`src/rtl/mac_result_drain.sv`:
```
// Result drain for the 4-MAC array: assembles per-MAC results into tiles, queues whole tiles,
// and streams them out one rescaled/saturated lane per beat.
module mac_result_drain #(
  parameter int ACC_W = 16,
  parameter int OUT_W = 8,
  parameter int SHIFT = 0,
  parameter int RELU  = 0,
  parameter int DEPTH = 4
) (
  input  logic                     clk,
  input  logic                     rst,
  input  logic                     flush,
  input  logic [ACC_W-1:0]         acc_in_0,
  input  logic [ACC_W-1:0]         acc_in_1,
  input  logic [ACC_W-1:0]         acc_in_2,
  input  logic [ACC_W-1:0]         acc_in_3,
  input  logic [3:0]               valid_in,
  output logic [OUT_W-1:0]         out_data,
  output logic                     out_valid,
  input  logic                     out_ready,
  output logic [1:0]               out_lane,
  output logic                     out_last,
  output logic [$clog2(DEPTH):0]   fifo_count,
  output logic                     overflow,
  output logic                     dup_err
);

  localparam int AW = $clog2(DEPTH);
  localparam int CW = AW + 1;
  localparam logic signed [ACC_W-1:0] SAT_HI = ACC_W'((64'sd1 <<< (OUT_W - 1)) - 64'sd1);
  localparam logic signed [ACC_W-1:0] SAT_LO = ~SAT_HI;

  logic [ACC_W-1:0] slot [4];
  logic [ACC_W-1:0] cap  [4];
  logic [ACC_W-1:0] mem  [DEPTH][4];
  logic [3:0]       pending;
  logic [AW-1:0]    wr_ptr;
  logic [AW-1:0]    rd_ptr;
  logic [CW-1:0]    count;
  logic [1:0]       lane;

  logic tile_done;
  logic full;
  logic accept;
  logic pop;
  logic push;
  logic drop;

  // Same-cycle captures take priority over the held slot value when a tile completes.
  always_comb begin
    cap[0] = valid_in[0] ? acc_in_0 : slot[0];
    cap[1] = valid_in[1] ? acc_in_1 : slot[1];
    cap[2] = valid_in[2] ? acc_in_2 : slot[2];
    cap[3] = valid_in[3] ? acc_in_3 : slot[3];
  end

  // Handshake: a beat transfers on any edge where out_valid and out_ready are both high;
  // out_valid only falls through a pop, flush or rst, and the beat is held while stalled.
  assign tile_done = ((pending | valid_in) == 4'b1111);
  assign full      = (count == CW'(DEPTH));
  assign accept    = out_valid && out_ready;
  assign pop       = accept && (lane == 2'd3);
  assign push      = tile_done && (!full || pop);
  assign drop      = tile_done && full && !pop;

  always_ff @(posedge clk or posedge rst) begin
    if (rst) begin
      for (int i = 0; i < 4; i++) slot[i] <= '0;
      for (int d = 0; d < DEPTH; d++)
        for (int i = 0; i < 4; i++) mem[d][i] <= '0;
      pending  <= '0;
      wr_ptr   <= '0;
      rd_ptr   <= '0;
      count    <= '0;
      lane     <= '0;
      overflow <= 1'b0;
      dup_err  <= 1'b0;
    end else if (flush) begin
      pending <= '0;
      wr_ptr  <= '0;
      rd_ptr  <= '0;
      count   <= '0;
      lane    <= '0;
    end else begin
      for (int i = 0; i < 4; i++) slot[i] <= cap[i];
      if ((valid_in & pending) != 4'b0000) dup_err <= 1'b1;
      pending <= tile_done ? 4'b0000 : (pending | valid_in);
      if (push) begin
        for (int i = 0; i < 4; i++) mem[wr_ptr][i] <= cap[i];
        wr_ptr <= wr_ptr + 1'b1;
      end
      if (drop) overflow <= 1'b1;
      if (accept) lane <= lane + 1'b1;
      if (pop) rd_ptr <= rd_ptr + 1'b1;
      if (push && !pop) count <= count + 1'b1;
      else if (pop && !push) count <= count - 1'b1;
    end
  end

  logic signed [ACC_W-1:0] lane_acc;
  logic signed [ACC_W-1:0] v;

  // Rescale: arithmetic shift (floor), optional ReLU, then clamp into the signed OUT_W range.
  always_comb begin
    lane_acc = mem[rd_ptr][lane];
    v        = lane_acc >>> SHIFT;
    if (RELU != 0 && v < 0) v = '0;
    out_data = '0;
    if (out_valid) begin
      if (v > SAT_HI)      out_data = SAT_HI[OUT_W-1:0];
      else if (v < SAT_LO) out_data = SAT_LO[OUT_W-1:0];
      else                 out_data = v[OUT_W-1:0];
    end
  end

  assign out_valid  = (count != '0);
  assign out_lane   = lane;
  assign out_last   = (lane == 2'd3);
  assign fifo_count = count;

endmodule
```
`config.mk`:
```
export PLATFORM = sky130hd
export DESIGN_NAME = mac_result_drain
export DESIGN_NICKNAME = d
export VERILOG_FILES = /design/src/rtl/mac_result_drain.sv
export SDC_FILE = /design/constraint.sdc
export NUM_CORES = 1
export LEC_CHECK = 0
export ABC_AREA = 1
export CAP_MARGIN = 25
export CORE_AREA = 2 2 170 172
export CTS_BUF_LIST = sky130_fd_sc_hd__clkbuf_2
export CTS_CLUSTER_DIAMETER = 100
export CTS_CLUSTER_SIZE = 40
export DETAILED_ROUTE_END_ITERATION = 10
export DIE_AREA = 0 0 172 174
export GPL_TIMING_DRIVEN = 0
export PLACE_DENSITY = 0.85
export SYNTH_ARGS = -nofsm -noshare
export SYNTH_HDL_FRONTEND = slang
export SYNTH_SLANG_ARGS = --single-unit
```
`constraint.sdc`:
```
create_clock -name clk -period 13.1 [get_ports clk]
set_input_delay 2.62 -clock clk [delete_from_list [all_inputs] [get_ports clk]]
set_output_delay 2.62 -clock clk [all_outputs]
set_load 0.01 [all_outputs]
```
==> results_dict.tcl <==
set metrics [dict create \
    grt_pass1_wl_mm 75.7 \
    relSlewSlack_pct 34.6 \
    routedWlPerCell_um 20.4 \
    p_leak_nw 8.73 \
    start_util_pct 58.6 \
    status "finished clean" \
    drt-total-wl_mm 47.9 \
    grt_overflow 0 \
    finalHoldViolCount 0 \
    cts.sinks 335 \
    yosysTopAreaCell "dfrtp_1" \
    period_share_pct 54.0 \
    period_minus_slack_ns 7.07 \
    grt_max_degree 126 \
    grtUsageTotal_pct 32.6 \
    antenna_found_initial 2 \
    async_reset_ff_share_pct 100 \
    die_x_um 172 \
    cap_violations 0 \
    nNetsFinal 2034 \
    drive_above_1_share_pct 11.6 \
    via_count 13900 \
    die-area_sq_um 29900 \
    crit_required_ns 10.48 \
    drt-met1-wl_mm 19.1 \
    cts_tree "yes" \
    syn_inst 1854 \
    hold_buffers 0 \
    ioPinCount 89 \
    power.density_nw_per_um2 146 \
    drt_iter0_drc 1642 \
    ys_types 40 \
    drc 0 \
    final-instance-count-excl-fill 2347 \
    placement.io_buffers 84 \
    p_total_mw 2.65 \
    h-tree-depth 1 \
    synth_top_area_share_pct 50.6 \
    insertion_delay_ns 1.09 \
    dpl.hpwl_mm 34.1 \
    worst_slew_pin_slew_ns 0.971 \
    wl_met3_mm 3.86 \
    finalWeightedCongestion 0.922 \
    rsz0062_at_grt "no" \
    avgSynthCellArea_sq_um 8.93 \
    finalSetupViolations 0 \
    fin_area_sq_um 18100 \
    ys_seq_area_share_pct 50.6 \
    syn_area_sq_um 16600 \
    cts_resized 0 \
    critical_path_arrival_ns 4.45 \
    start_kind "flop" \
    path_max_fanout 10 \
    detail_route.first_pass.iterations 8 \
    synth_common_cells "nand2_1 (435), dfrtp_1 (335), o21ai_0 (289), inv_1 (213), nand3_1 (134)" \
    syn-num-nets 1932 \
    synth_edf_count 0 \
    clkTransAtPathRegs_ns 0.69 \
    worst_setup_path_end_kind "output port" \
    worstHoldPathType "flop to flop" \
    grt_pass1_vias 13900 \
    core-area_sq_um 28200 \
    syn_to_final_growth_pct 9.54 \
    place_area_sq_um 18000 \
    ys_ff_latch 335 \
    met2_length_mm 22.6 \
    peakVddDrop_v 0.000133 \
    timing.fmax_mhz 141 \
    synthTopCellsByArea "dfrtp_1 (51%), nand2_1 (9.9%), o21ai_0 (8.7%)" \
    crit_type "flop to output port" \
    top_layer_used "met4" \
    holdWs_ns 0.542 \
    synthMostInstantiatedCell "nand2_1" \
    ys.flop_type "dfrtp_1" \
    drtAntennaViolNets 0 \
    cts_root_buf "clkbuf_2" \
    place_inst 2325 \
    cts_buffer_depth 3 \
    yosysWarningCount 0 \
    post-route-util_pct 64.2 \
    finClkSkew_ns 0.250 \
    cts_setup_buffers 0 \
    core.rowCount 62 \
    cts_buffers 13 \
    fp.dieH_um 174 \
    drv_slew 0 \
    viasPerCell 5.92 \
]
## metrics by stage
step	setup TNS [ns]	worst slack [ns]
2_1_floorplan	0	1.20
3_3_place_gp	-844.76	-2.56
3_5_place_dp	0	7.42
4_1_cts	0	6.19
5_1_grt	0	6.01
6_report	0	6.03
## cell families after synthesis
| kind of cell | after synthesis | synth area share [%] |
|---|---|---|
| AO/OA/AOI/OAI | 390 | 12.5 |
| adder cells (fa/ha/maj) | 6 | 0.499 |
| multiplexers | 120 | 9.79 |
| buffers and inverters | 343 | 9.76 |
| AND/OR/NAND/NOR | 658 | 16.8 |
| XOR/XNOR | 2 | 0.106 |
| flip-flops | 335 | 50.6 |
## placed cells by master, fill, tap and decap left out, types with 3 or more instances in the layout
master | synthesis | routed
nor2_8 | 4 | 4
nand2_2 | 4 | 4
clkdlybuf4s50_1 | 0 | 84
o22ai_1 | 9 | 9
ha_1 | 5 | 5
o21ai_1 | 45 | 45
mux2_1 | 14 | 14
o211ai_1 | 8 | 8
inv_2 | 6 | 6
clkbuf_1 | 42 | 42
nand2_1 | 435 | 435
nor2_1 | 72 | 72
mux2_4 | 72 | 72
buf_4 | 14 | 14
buf_16 | 0 | 3
o21ai_0 | 289 | 289
mux2_2 | 34 | 34
buf_2 | 41 | 41
clkinv_1 | 3 | 4
buf_6 | 14 | 14
o221ai_1 | 16 | 16
nor2_2 | 3 | 3
nand3_1 | 134 | 134
a21oi_1 | 16 | 16
dfrtp_1 | 335 | 335
inv_1 | 213 | 212
clkbuf_2 | 0 | 13
buf_12 | 6 | 6
## flip-flops by register name, indices dropped and copies added (netlist names)
signal      count
dup_err         1
fifo_count      3
mem           256
out_lane        2
overflow        1
pending         4
rd_ptr          2
slot           64
wr_ptr          2
## where the power goes
| group | internal, mW | switching, mW | total [mW] |
|---|---|---|---|
| registers | 1.27 | 0.0967 | 1.37 |
| logic | 0.372 | 0.520 | 0.892 |
| clock network | 0.0606 | 0.331 | 0.391 |
| total | 1.70 | 0.947 | 2.65 |
## path summary, 6_finish.rpt
path | slack, ns | end | depth (start not counted) | from
setup reg to reg | 10.38 | fifo_count[2] | 11 | out_lane[0]
hold / removal | 0.54 | slot[49] | 2 | slot[49]
setup / recovery | 6.03 | out_data[0] | 8 | out_lane[0]
hold reg to reg | 0.54 | slot[49] | 2 | slot[49]
min in group asynchronous | 1.97 | fifo_count[1] | 3 | rst
max in group asynchronous | 10.09 | mem[18] | 4 | rst
## critical path, stage by stage, from the launching register on
cell	delay, ns
dfrtp_1	0.69
inv_2	0.20
clkbuf_1	0.60
clkbuf_1	0.59
a21oi_1	0.15
o21ai_0	0.39
nand3_1	0.13
nand2_1	0.08
clkdlybuf4s50_1	0.54
## cell type report
cell class / instances / area [sq um]
Timing Repair Buffer: 87 / 923
Buffer: 121 / 783
Clock inverter: 7 / 97.6
Antenna cell: 2 / 5.00
Fill cell: 2344 / 10100
Inverter: 222 / 841
Sequential cell: 335 / 8380
Tap cell: 384 / 480
Clock buffer: 13 / 65.1
Multi-Input combinational cell: 1176 / 6560
## per-layer routing
layer	track usage [%]	vias to the layer above
li1	-	6191
met1	43.4	6821
met2	52.7	709
met3	5.62	162
met4	14.5	0
met5	0	-
Note: power is estimated with default switching activity, not from simulation.
